**config.mk**
```make
export PLATFORM = sky130hd
export DESIGN_NAME = byte_packer
export DESIGN_NICKNAME = d
export VERILOG_FILES = /design/src/rtl/byte_packer_pkg.sv /design/src/rtl/byte_packer_lane_parity.sv /design/src/rtl/byte_packer.sv
export SDC_FILE = /design/constraint.sdc
export NUM_CORES = 1
export LEC_CHECK = 0
export ABC_AREA = 1
export CAP_MARGIN = 30
export CORE_UTILIZATION = 47
export CTS_CLUSTER_DIAMETER = 100
export DETAILED_ROUTE_END_ITERATION = 10
export PLACE_DENSITY = 0.86
export SETUP_SLACK_MARGIN = 0.2
export SLEW_MARGIN = 40
export SYNTH_ARGS = -nofsm -noshare
export SYNTH_HDL_FRONTEND = slang
export SYNTH_SLANG_ARGS = --single-unit
```
**constraint.sdc**
```tcl
create_clock -name clk -period 1.6 [get_ports clk]
set_input_delay 0.16 -clock clk [delete_from_list [all_inputs] [get_ports clk]]
set_output_delay 0.16 -clock clk [all_outputs]
set_load 0.02 [all_outputs]
```
**src/rtl/byte_packer_pkg.sv**
```systemverilog
// Shared constants and types for the byte packer.
// Latency: n/a (declarations only).
// Backpressure: n/a.
package byte_packer_pkg;

    localparam int DEF_DATA_WIDTH = 8;
    localparam int DEF_LANES      = 4;

    // Width needed to count 0..LANES valid lanes.
    function automatic int cnt_width(input int lanes);
        return $clog2(lanes + 1);
    endfunction

    localparam int CNT_W = $clog2(DEF_LANES + 1);

    typedef enum logic {
        FILL = 1'b0,
        HOLD = 1'b1
    } state_t;

endpackage

```
**src/rtl/byte_packer_lane_parity.sv**
```systemverilog
// Per-lane even-parity generator for the packed output word.
// Latency: combinational; the caller registers the result alongside the data.
// Backpressure: none (pure function of its input).
module lane_parity
    import byte_packer_pkg::*;
#(
    parameter int DATA_WIDTH = DEF_DATA_WIDTH,
    parameter int LANES      = DEF_LANES
) (
    input  logic [LANES-1:0][DATA_WIDTH-1:0] lanes,
    output logic [LANES-1:0]                 parity
);

    // Even parity: the bit that makes each lane plus its parity bit have an even number of ones.
    always_comb begin
        parity = '0;
        for (int i = 0; i < LANES; i++) begin
            parity[i] = ^lanes[i];
        end
    end

endmodule

```
**src/rtl/byte_packer.sv**
```systemverilog
// Packs bytes read from an upstream FIFO into LANES-wide words; flush emits a partial word.
// Latency: a full word is valid 5 cycles after the first of 4 back-to-back reads (1 byte/cycle).
// Backpressure: holds the word until out_ready; no FIFO reads while held. BYTE_PACKER_PARITY_EN adds out_parity.
module byte_packer
    import byte_packer_pkg::*;
#(
    parameter int DATA_WIDTH = DEF_DATA_WIDTH,
    parameter int LANES      = DEF_LANES
) (
    input  logic                          clk,
    input  logic                          rst,
    input  logic                          fifo_empty,
    output logic                          fifo_rd_en,
    input  logic [DATA_WIDTH-1:0]         fifo_data,
    input  logic                          flush,
    output logic                          out_valid,
    input  logic                          out_ready,
    output logic [DATA_WIDTH*LANES-1:0]   out_data,
    output logic [$clog2(LANES+1)-1:0]    out_count
`ifdef BYTE_PACKER_PARITY_EN
    ,
    output logic [LANES-1:0]              out_parity
`endif
);

    localparam int            CW      = cnt_width(LANES);
    localparam logic [CW:0]   LANES_W = (CW+1)'(LANES);
    localparam logic [CW-1:0] LAST    = CW'(LANES - 1);

    state_t                          state_q, state_n;
    logic [CW-1:0]                   fill_q, fill_n;
    logic                            pend_q, pend_n;
    logic                            flush_pend_q, flush_pend_n;
    logic [LANES-1:0][DATA_WIDTH-1:0] lanes_q, lanes_n;
    logic [CW:0]                     occ;
    logic                            rd_en;

    // Next-state, read request and lane capture; a read issued this cycle is captured next cycle.
    always_comb begin
        state_n      = state_q;
        fill_n       = fill_q;
        lanes_n      = lanes_q;
        flush_pend_n = flush_pend_q | flush;
        occ          = {1'b0, fill_q} + {{CW{1'b0}}, pend_q};
        rd_en        = !rst && (state_q == FILL) && !fifo_empty && !flush_pend_q && (occ < LANES_W);
        pend_n       = rd_en;

        // pend only ever sets in FILL, so a capture never lands in HOLD.
        if (pend_q) begin
            for (int i = 0; i < LANES; i++) begin
                if (fill_q == CW'(i)) begin
                    lanes_n[i] = fifo_data;
                end
            end
            fill_n = fill_q + CW'(1);
        end

        case (state_q)
            FILL: begin
                if (pend_q && (fill_q == LAST)) begin
                    // Full word wins over a coincident flush; the flush is consumed.
                    state_n      = HOLD;
                    flush_pend_n = 1'b0;
                end else if (flush_pend_q && !pend_q) begin
                    if (fill_q != '0) begin
                        state_n = HOLD;
                    end
                    // Either emitting the partial word or nothing to flush.
                    flush_pend_n = 1'b0;
                end
            end
            HOLD: begin
                if (out_ready) begin
                    state_n = FILL;
                    fill_n  = '0;
                    lanes_n = '0;
                end
            end
            default: state_n = FILL;
        endcase
    end

    // State and datapath registers; reset drops partial/held words and any in-flight read.
    always_ff @(posedge clk) begin
        if (rst) begin
            state_q      <= FILL;
            fill_q       <= '0;
            pend_q       <= 1'b0;
            flush_pend_q <= 1'b0;
            lanes_q      <= '0;
        end else begin
            state_q      <= state_n;
            fill_q       <= fill_n;
            pend_q       <= pend_n;
            flush_pend_q <= flush_pend_n;
            lanes_q      <= lanes_n;
        end
    end

    assign fifo_rd_en = rd_en;
    assign out_valid  = (state_q == HOLD);
    assign out_data   = lanes_q;
    assign out_count  = fill_q;

`ifdef BYTE_PACKER_PARITY_EN
    logic [LANES-1:0] par_n, par_q;

    lane_parity #(
        .DATA_WIDTH (DATA_WIDTH),
        .LANES      (LANES)
    ) u_lane_parity (
        .lanes  (lanes_n),
        .parity (par_n)
    );

    // Parity registered from the same next-lane values as out_data so the two always agree.
    always_ff @(posedge clk) begin
        if (rst) begin
            par_q <= '0;
        end else begin
            par_q <= par_n;
        end
    end

    assign out_parity = par_q;
`endif

endmodule
```
==> Yosys cells after proc, flatten, opt, wreduce, memory -nomap -nowiden <==
Cells that the tools add are included.
W data, S select, Z words.
{ "totals": {"ff_bits": 38, "output_inout_bits": 37, "elab_cells": 46, "inputBits": 13} }
{ "op_classes": {"n_addsub": 2, "n_mux": 18, "eq_ne": 3, "order_cmp": 1, "bitwise_logic": 2, "reduce_logical": 12} }
{ "op_table": {"columns": ["cell", "count"], "rows": [
  ["$mux W32", 3],
  ["$mux W8", 4],
  ["$mux W3", 3],
  ["$mux W1", 7],
  ["$eq A3 B2 Y1 const B", 2],
  ["$logic_and A1 B1 Y1", 6],
  ["$add A3 B1 Y4", 1],
  ["$logic_not A1 Y1", 4],
  ["$lt A4 B3 Y1 const B", 1],
  ["$add A3 B1 Y3 const B", 1],
  ["$eq A3 B1 Y1 const B", 1],
  ["$logic_not A3 Y1", 1],
  ["$reduce_bool A3 Y1", 1],
  ["$pmux W1 S2", 1],
  ["$not A1 Y1", 1],
  ["$or A1 B1 Y1", 1]
]} }

==> Longest topological paths before layout <==
{ "depth": {"depth_word": 5, "ltp_mapped": 7, "mapped_depth_nobuf": 6} }

==> Worst setup path after synthesis <==
OpenSTA, ideal clock, no wires.
{ "synth_path": {"path_kind": "register to output", "startpoint": "register fill_q[0] (netlist: out_count[0])", "endpoint": "output port fifo_rd_en", "setup_slack_ns": 0.067, "n_path_buf": 0, "required_ns": 1.440, "t_arrival_ns": 1.373, "stages_incl_launch_ff": 5, "path_cell_list": "dfxtp_1 ha_1 nand2_1 nand3_1 nor4_1"} }
{ "synth_between": {"elab_chain_cells": 3} }
{ "synth_rtl": {"columns": ["item", "line", "source"], "rows": [
  ["from (decl)", "byte_packer.sv:31", "logic [CW-1:0] fill_q, fill_n;"],
  ["from (signal assigned)", "byte_packer.sv:93", "fill_q <= fill_n;"],
  ["$add A3 B1 Y4", "byte_packer.sv:44", "occ = {1'b0, fill_q} + {{CW{1'b0}}, pend_q};"],
  ["$lt A4 B3 Y1", "byte_packer.sv:45", "rd_en = !rst && (state_q == FILL) && !fifo_empty && !flush_pend_q && (occ < LANES_W);"],
  ["$logic_and A1 B1 Y1", "byte_packer.sv:45", null],
  ["to (decl)", "byte_packer.sv:13", "output logic fifo_rd_en,"]
]} }
No other way between the ends.

==> Final worst setup path <==
{ "layout_path": {"startpoint": "register pend_q", "endpoint": "output port fifo_rd_en"} }
{ "layout_between": {"elab_chain_cells": 3} }
{ "layout_rtl": {"columns": ["item", "line", "source"], "rows": [
  ["from (decl)", "byte_packer.sv:32", "logic pend_q, pend_n;"],
  ["from (signal assigned)", "byte_packer.sv:94", "pend_q <= pend_n;"],
  ["$add A3 B1 Y4", "byte_packer.sv:44", null],
  ["$lt A4 B3 Y1", "byte_packer.sv:45", null],
  ["$logic_and A1 B1 Y1", "byte_packer.sv:45", null]
]} }
No other way between the ends.

==> reports/metrics.yaml <==
status:
  status: "finished clean"
critical_path:
  crit_fanout: 2
  crit_type: "flop to output port"
  rr_startpoint: "out_count[0]"
  crit_start: "pend_q"
  reg2reg_slack_ns: 0.25
  timing.rr.end: "out_data[22]"
  crit_arrival_ns: 1.37
  r2r_cells: 6
  cp-start-kind: "flop"
  setup.worst_path.end_class: "output port"
  critPathCapture: "fifo_rd_en"
  required_ns: 1.44
timing:
  min_period_over_period_pct: 95.8
  finalSetupTns_ns: 0
  fmax_mhz: 652
  timing.final.max_slew_violations: 0
  final.min_clock_period_ns: 1.53
  rsz0062_at_grt: "yes"
  relSlewSlack_pct: 70.9
  whs_ns: 0.465
  tightest_slew_ns: 0.433
  hold_viol: 0
  finalClockSkew_ns: 0.00589
  setup_viol: 0
place:
  hpwl_um: 2690
  placed_area_um2: 2340
  place.gp.congestion: 0.761
  io_buffers: 49
clock_network:
  cts_inserted_buffers: 5
  cts_tree: "yes"
  root_buffer: "clkbuf_8"
  numClockSinks: 38
  cts.htree.levels: 2
  ctsLongestPathBuffers: 2
  clk_latency_ns: 0.27
  path_clk_slew_ns: 0.06
cells_and_area:
  area_growth_pct: 42.6
  mostFrequentLayoutCell: "nand2_1"
  finish.utilization_pct: 70.1
  drive_above_1_share_pct: 23.0
  num_antenna_cells: 0
  mostFrequentLayoutCells: "nand2_1, dfxtp_1, inv_1"
  fin_area_um2: 2570
  fin_nets: 281
global_routing:
  grt_max_degree: 20
  grt_pass1_wl_um: 6350
  grt_pass1_vias: 1384
  busiest_layer: "met2"
  grt_use_total_pct: 20.3
  antenna_found_initial: 0
  grt_use_met3_pct: 4.11
  grtUsageMet2_pct: 34.4
  overflow: 0
  grtUsageMet1_pct: 25.6
detailed_routing:
  dr_total_vias: 1474
  wl_per_cell_um: 13.3
  drc: 0
  vias_per_cell: 4.77
  drt-initial-drc-count: 107
  ant_nets: 0
  drt_pre_antenna_iters: 4
  finalWirelength_um: 4110
pwr:
  intPower_uw: 1460
  power_uw: 1950
  p_per_area_nw_per_um2: 759
  leakagePower_uw: 0.00151
  power.switching_uw: 490
  p_seq_share_pct: 51.4
  peakVddDrop_mv: 0.671
  swShare_pct: 25.1
  combPwrFrac_pct: 16.4
  p_clk_share_pct: 32.2
floorplanning:
  start_util_pct: 49.1
  num_rows: 22
  io_pins: 50
  fp.dieH_um: 63.9
  coreArea_um2: 3660
  fp.dieW_um: 63.9
  die-area_um2: 4080
yosys:
  syn_avg_cell_area_um2: 8.82
  syn_nets: 223
  yosysWarningCount: 0
  yosysSeqAreaShare_pct: 42.3
  synthCells: 204
  ys_ff_latch: 38
  yosysUniqueCellTypes: 19
  netlist_area_um2: 1800
job:
  maxCapViolCount: 0
min_path:
  min_path_type: "flop to flop"
[timing repair]
action,4_1_cts,5_1_grt
hold buffers,0,0
gates cloned,0,3
resized for setup,12,37
pin swaps,0,5
endpoints found under the setup margin,9,32
buffers inserted,0,1
[cells by family after synthesis]
kind of cell,count (synthesis),synth area share (%)
flip-flops,38,42.3
AND/OR/NAND/NOR,106,37.4
AO/OA/AOI/OAI,14,4.80
adder cells (fa/ha/maj),6,4.17
buffers and inverters,40,11.3
[worst min path at each step]
stage	startpoint	to	slack, ns	cells past startpoint
finish	out_data[26]	out_data[26]	0.46	2
global route	out_data[25]	out_data[25]	0.50	2
detailed placement	out_data[31]	out_data[31]	0.47	2
CTS	out_data[26]	out_data[26]	0.48	2
global placement	out_data[27]	out_data[27]	0.46	2
floorplan	rst	out_valid	0.23	1
[power by group through the flow]
stage          clock network, uW  registers [uW]  logic [uW]
2_1_floorplan                  0            1050         147
3_3_place_gp                   0            1020         301
3_5_place_dp                   0            1020         308
4_1_cts                      640             999         303
5_1_grt                      685            1010         344
6_report                     628            1000         319
[Yosys cell counts, drive strengths merged]
master,n,share of area [%]
a21oi,12,3.3
buf,9,4.7
dfxtp,38,42
ha,6,4.2
inv,31,6.6
nand2,38,8.1
nand3,14,6.0
nor2,27,5.6
nor3b,24,17
nor4,2,0.70
o21bai,2,1.5
or2,1,0.35
[sequential cells by signal, summed over array words and instances (netlist names)]
| register | flops |
|---|---|
| pend_q | 1 |
| out_count | 3 |
| out_valid | 1 |
| out_data | 32 |
| flush_pend_q | 1 |
[through the flow]
step                      setup slack, ns  instances
after floorplan                     0.211        204
after global placement            -0.0470        299
after detailed placement           -0.131        299
after CTS                          0.0961        305
after global routing              0.00335        309
final                              0.0671        309
[critical path, stage by stage, from the launching register on]
cell     delay (ns)
dfxtp_2        0.34
ha_4           0.16
nand2_4        0.06
nand3_4        0.08
nor4_4         0.29
buf_4          0.18
[metal layers]
| layer | vias to the layer above | share of wire (%) |
|---|---|---|
| met5 | - | 0 |
| met4 | 0 | 0.34 |
| met3 | 2 | 4.5 |
| met2 | 46 | 51 |
| met1 | 675 | 44 |
| li1 | 751 | - |
[area by class of cell]
type | instances | area, um2
clock buffer | 6 | 82.6
fill | 269 | 1090
inverter | 31 | 119
multi-input combinational | 129 | 933
sequential | 38 | 764
tap | 48 | 60.1
timing repair buffer | 57 | 607
No activity file was read; power rests on OpenSTA's default activity.
